<file path="config.mk">
export PLATFORM = sky130hd
export DESIGN_NAME = pi1_arbiter
export DESIGN_NICKNAME = d
export VERILOG_FILES = /design/src/rtl/pi1_arbiter.sv
export SDC_FILE = /design/constraint.sdc
export NUM_CORES = 1
export LEC_CHECK = 0
export ABC_CLOCK_PERIOD_IN_PS = 2000
export CAP_MARGIN = 20
export CORE_AREA = 2 2 107 109
export CTS_BUF_LIST = sky130_fd_sc_hd__clkbuf_4
export DETAILED_ROUTE_END_ITERATION = 12
export DIE_AREA = 0 0 109 111
export GPL_TIMING_DRIVEN = 0
export PLACE_DENSITY_LB_ADDON = 0.15
export SYNTH_ARGS = -nofsm -noshare
export SYNTH_HDL_FRONTEND = slang
export SYNTH_SLANG_ARGS = --single-unit
</file>
<file path="constraint.sdc">
create_clock -name clk_i -period 2 [get_ports clk_i]
set_input_delay 0.4 -clock clk_i [delete_from_list [all_inputs] [get_ports clk_i]]
set_output_delay 0.4 -clock clk_i [all_outputs]
set_load 0.01 [all_outputs]
</file>
<file path="src/rtl/pi1_arbiter.sv">
// Round-robin arbiter sharing one pi1 slave port among MASTERCOUNT pi1 masters.
// Grant is combinational; ownership is held while an accepted read waits for its data.
module pi1_arbiter #(
    parameter int unsigned MASTERCOUNT = 2,
    parameter int unsigned ARCHBITSZ   = 32,
    parameter int unsigned ADDRBITSZ   = ARCHBITSZ - $clog2(ARCHBITSZ / 8)
) (
    input  logic                                 clk_i,
    input  logic                                 rst_i,
    input  logic [2*MASTERCOUNT-1:0]             m_pi1_op_i,
    input  logic [ADDRBITSZ*MASTERCOUNT-1:0]     m_pi1_addr_i,
    input  logic [ARCHBITSZ*MASTERCOUNT-1:0]     m_pi1_data_i,
    input  logic [(ARCHBITSZ/8)*MASTERCOUNT-1:0] m_pi1_sel_i,
    output logic [ARCHBITSZ-1:0]                 m_pi1_data_o,
    output logic [MASTERCOUNT-1:0]               m_pi1_rdy_o,
    output logic [1:0]                           s_pi1_op_o,
    output logic [ADDRBITSZ-1:0]                 s_pi1_addr_o,
    output logic [ARCHBITSZ-1:0]                 s_pi1_data_o,
    output logic [ARCHBITSZ/8-1:0]               s_pi1_sel_o,
    input  logic [ARCHBITSZ-1:0]                 s_pi1_data_i,
    input  logic                                 s_pi1_rdy_i
);

    localparam int unsigned IDXW = (MASTERCOUNT > 1) ? $clog2(MASTERCOUNT) : 1;
    localparam int unsigned SELW = ARCHBITSZ / 8;
    localparam logic [1:0]  OP_NOOP = 2'b00;

    logic [1:0]           op_a   [MASTERCOUNT];
    logic [ADDRBITSZ-1:0] addr_a [MASTERCOUNT];
    logic [ARCHBITSZ-1:0] data_a [MASTERCOUNT];
    logic [SELW-1:0]      sel_a  [MASTERCOUNT];

    logic [IDXW-1:0] lastidx;
    logic            pending;
    logic [IDXW-1:0] cur;
    logic [IDXW-1:0] scan;
    logic            found;
    logic            accept;

    // Unpack the per-master buses into arrays indexed by master number.
    for (genvar k = 0; k < MASTERCOUNT; k++) begin : g_unpack
        assign op_a[k]   = m_pi1_op_i[2*k +: 2];
        assign addr_a[k] = m_pi1_addr_i[ADDRBITSZ*k +: ADDRBITSZ];
        assign data_a[k] = m_pi1_data_i[ARCHBITSZ*k +: ARCHBITSZ];
        assign sel_a[k]  = m_pi1_sel_i[SELW*k +: SELW];
    end

    // Current master: owner while a read is pending, else first requester after lastidx.
    always_comb begin
        cur   = lastidx;
        scan  = lastidx;
        found = 1'b0;
        for (int i = 0; i < MASTERCOUNT; i++) begin
            if (scan == IDXW'(MASTERCOUNT - 1)) begin
                scan = '0;
            end else begin
                scan = scan + IDXW'(1);
            end
            if (!found && op_a[scan] != OP_NOOP) begin
                cur   = scan;
                found = 1'b1;
            end
        end
        if (pending) begin
            cur = lastidx;
        end
        if (rst_i) begin
            cur = '0;
        end
    end

    always_comb begin
        s_pi1_op_o   = rst_i ? OP_NOOP : op_a[cur];
        s_pi1_addr_o = addr_a[cur];
        s_pi1_data_o = data_a[cur];
        s_pi1_sel_o  = sel_a[cur];
        m_pi1_data_o = s_pi1_data_i;
        m_pi1_rdy_o  = '0;
        for (int k = 0; k < MASTERCOUNT; k++) begin
            if (cur == IDXW'(k)) begin
                m_pi1_rdy_o[k] = s_pi1_rdy_i && !rst_i;
            end
        end
    end

    assign accept = s_pi1_rdy_i && !rst_i && (s_pi1_op_o != OP_NOOP);

    // A completion with a fresh op from the owner chains; otherwise a ready clears the lock.
    always_ff @(posedge clk_i) begin
        if (rst_i) begin
            lastidx <= IDXW'(MASTERCOUNT - 1);
            pending <= 1'b0;
        end else if (accept) begin
            lastidx <= cur;
            pending <= s_pi1_op_o[1];
        end else if (pending && s_pi1_rdy_i && op_a[cur] == OP_NOOP) begin
            pending <= 1'b0;
        end
    end

endmodule

</file>
; ---- Word-level counts from Yosys, hierarchy flattened
; Cells that the tools add are included.
[word_totals]
output_inout_bits = 102
input_bits = 171
ff_bits = 2
elab_cells = 52
[op_classes]
n_addsub = 2
magnitude_cmp = 3
reduce_logical = 12
bitwise_logic = 3
muxes = 30
[op_table]
columns = op, count
row1 = two-way mux 32 bit, 3
row2 = two-way mux 30 bit, 3
row3 = two-way mux 2 bit, 10
row4 = two-way mux 4 bit, 3
row5 = two-way mux 1 bit, 11
row6 = nonzero test 2 bit, 4
row7 = "greater-or-equal comparator 2 bit, second input constant", 3
row8 = NOT 1 -> 2 bit, 3
row9 = logical AND 1 bit, 5
row10 = "adder 1 bit, second input constant", 2
row11 = logical NOT 1 bit, 2
row12 = logical NOT 2 bit, 1

; ---- Logic depth before layout (Yosys ltp)
[depth]
ltp_word = 21
ltp_mapped = 5
ltp_nobuf = 4

; ---- Worst setup path after synthesis
; Ideal clock, no wire load.
[synth_timing]
kind = input port to output port
start = input m_pi1_op_i[3]
end = output s_pi1_addr_o[0]
arrival_time_ns = 1.457
setup_slack_ns = 0.143
cell_stages = 4
required_ns = 1.600
n_path_buf = 1
path_cell_list = o21ba_1 o221ai_4 buf_6 mux2_2
[synth_via]
elab_chain_len = 14
elab_cells_between_ends = 19
classes_between = mux: 14 / bitwise: 1 / reduce/logical: 4
[synth_rtl]
columns = item, line
row1 = from (decl), 10  ; input logic [2*MASTERCOUNT-1:0] m_pi1_op_i,
row2 = two-way mux 2 bit (implied by the code) (3 in a row), 59  ; if (!found && op_a[scan] != OP_NOOP) begin
row3 = nonzero test 2 bit, 59
row4 = two-way mux 1 bit, 59
row5 = logical NOT 1 bit, 59
row6 = logical AND 1 bit, 59
row7 = two-way mux 1 bit (*), 59
row8 = two-way mux 1 bit (*), 64  ; if (pending) begin
row9 = two-way mux 1 bit (*), 67  ; if (rst_i) begin
row10 = NOT 1 -> 2 bit (implied by the code) (*), 74  ; s_pi1_addr_o = addr_a[cur];
row11 = two-way mux 30 bit (implied by the code) (*) (3 in a row), 74
row12 = to (decl), 17  ; output logic [ADDRBITSZ-1:0] s_pi1_addr_o,
; Mark *: on every way between the ends. The rest lies on a longest branch, timed or not. The select of a mux whose other input is x is not followed.

; ---- Worst setup path in the final report
[layout_timing]
start = register pending
end = output s_pi1_data_o[10]
[layout_via]
elab_chain_len = 6
[layout_rtl]
columns = item, line
row1 = from (decl), 34  ; logic pending;
row2 = from (signal assigned), 95  ; pending <= s_pi1_op_o[1];
row3 = two-way mux 1 bit, 64
row4 = two-way mux 1 bit, 67
row5 = NOT 1 -> 2 bit (implied by the code), 75  ; s_pi1_data_o = data_a[cur];
row6 = two-way mux 32 bit (implied by the code) (3 in a row), 75
row7 = to (decl), 18  ; output logic [ARCHBITSZ-1:0] s_pi1_data_o,
; Every way passes these cells. The select of a mux whose other input is x is not followed.

==> impl_metrics.tcl <==
set metrics [dict create \
    status "finished, violations left" \
    violations "setup timing" \
    vias 1986 \
    wl_um 7556 \
    dp_hpwl_um 6031 \
    die_width_um 109 \
    clock_sinks 2 \
    cts_tree "built" \
    initial_core_util 0.1134 \
    tightest_slew_ns 0.3442 \
    dieArea_sq_um 12100 \
    synth_top_area_frac 0.5916 \
    drtPass1Iterations 4 \
    period_minus_slack_ns 2.168 \
    synth-simple-area-share 0.03287 \
    worstPathRequired_ns 1.60 \
    viasPerCell 3.733 \
    drc 0 \
    io_pins 273 \
    leakage_nw 2.080 \
    clk_pin_slew_worst_paths_ns 0.04 \
    ys_warn_count 0 \
    start_kind "flip-flop" \
    crit_type "reg -> out" \
    rsz0062_at_grt "yes" \
    final_cell_area_sq_um 4428 \
    seq_area_frac_synth 0.03187 \
    synth-edff-count 0 \
    track_usage 0.1169 \
    chipHeight_um 111 \
    nets 562 \
    synth_adder_area_share 0 \
    clockBufferDepth 2 \
    area_growth_pct 252.5 \
    total_power_mw 1.472 \
    grt_pass1_vias 2200 \
    fin_util 0.3998 \
    syn-num-nets 299 \
    antenna_found_initial 0 \
    grt_overflow 0 \
    fin_skew_ns 0.003641 \
    placed_area_sq_um 3837 \
    synth_area_leader_cell "mux2_2" \
    synth_cell_types 17 \
    synth_xor_area_frac 0 \
    synth_top_cells_by_area "mux2_2 (59%), buf_4 (19%), buf_6 (5.4%)" \
    final_common_cell "clkdlybuf4s50_1" \
    mostFrequentLayoutCells "clkdlybuf4s50_1 (165), buf_6 (64), mux2_4 (58)" \
    setup_tns_ns -7.826 \
    clk_latency_ns 0.23 \
    powerDensity_nw_per_um2 332.5 \
    drv_slew 0 \
    synth_mux_area_frac 0.5996 \
    diodes 0 \
    arrival_ns 1.77 \
    syn_inst 128 \
    syn_area_sq_um 1256 \
    placementRows 39 \
    fp.coreArea_sq_um 11080 \
    async_reset_ff_frac 0 \
    avgSynthCellArea_sq_um 9.814 \
    gp_congestion 0.7479 \
    fin_ws_ns -0.1684 \
    cts_root_buffer "clkbuf_4" \
    crit_path_max_fanout 5 \
    period_share 1.084 \
    maxSlewHeadroom 0.7681 \
    hp-class "in -> reg" \
    hold_viol_final 0 \
    clock.fmax_ghz 0.4612 \
    grt_max_degree 11 \
    wl_per_cell_um 14.20 \
    synth_compound_area_frac 0.06972 \
    ir_worst_vdd_uv 195.1 \
    cp-end-kind "primary output" \
    setup_viol 66 \
    cts_buffers 3 \
    synth_top_family_by_area "multiplexers" \
    synth_flop_cell "dfxtp_1" \
    io_buffers 240 \
    ys_ff_latch 2 \
    ant_nets 0 \
    drt_iter0_drc 37 \
    layout-drive-gt1-share 0.5373 \
    grt_pass1_wl_um 11230 \
    cts-htree-levels 1 \
    drv_cap 0 \
]
## critical path: stages, from the launching register on
cell,delay (ns)
dfxtp_2,0.32
nand2b_4,0.15
o221ai_4,0.21
buf_6,0.16
buf_6,0.12
clkbuf_16,0.14
mux2_4,0.31
buf_6,0.12
## state kept, by name, indices dropped and copies added, names as in the netlist
signal,flops
lastidx,1
pending,1
## Yosys cell counts (2+ instances only)
cell type,count
mux2_2,66
buf_4,32
buf_6,6
nor2_1,6
inv_1,3
o21ai_0,3
dfxtp_1,2
## cell type report
class / instances / area [sq um]
fill: 1126 / 6649
timing repair buffer: 262 / 2750
multi-input combinational: 84 / 1130
buffer: 35 / 290.3
tap: 143 / 178.9
sequential: 2 / 45.04
clock buffer: 3 / 22.52
inverter: 3 / 11.26
## where the power goes
group,leakage [nW],switching (mW),internal [mW],total [mW]
clock,0.0138,0.0287,0.0668,0.0955
combinational,2.05,0.406,0.922,1.33
sequential,0.0170,0.00531,0.0442,0.0495
## cells by family after synthesis
kind of cell | count (synthesis)
multiplexers | 67
buffers and inverters | 42
AND/OR/NAND/NOR | 9
AO/OA/AOI/OAI | 8
flip-flops | 2
## path summary, 6_finish.rpt
check,from,endpoint,slack [ns],depth (start not counted)
setup / recovery,pending,s_pi1_data_o[10],-0.17,7
hold / removal,rst_i,pending,0.49,2
setup reg to reg,pending,pending,0.46,8
hold reg to reg,lastidx,lastidx,0.56,1
## stage by stage
stage	hold slack, ns	setup slack, ns	std cells
global placement	0.5507	-1.079	511
CTS	0.4855	-0.2891	532
global route	0.4930	-0.2462	532
floorplan	0.4646	0.1428	128
detailed placement	0.5556	-1.112	511
finish	0.4870	-0.1684	532
## metal layers
layer	GRT usage	up-vias	share of wire
li1	-	950	-
met1	0.1142	893	0.31
met2	0.2340	139	0.56
met3	0.03469	4	0.12
met4	0.02393	0	0.0045
met5	0	-	0
## timing repair
item | CTS | global route
resized for setup | 395 | 56
pin swaps | 3 | 1
setup buffers | 15 | 5
cloned | 5 | 1
endpoints found under the setup margin | 70 | 70
hold buffers | 0 | 0
Note: power is estimated with default switching activity, not from simulation.
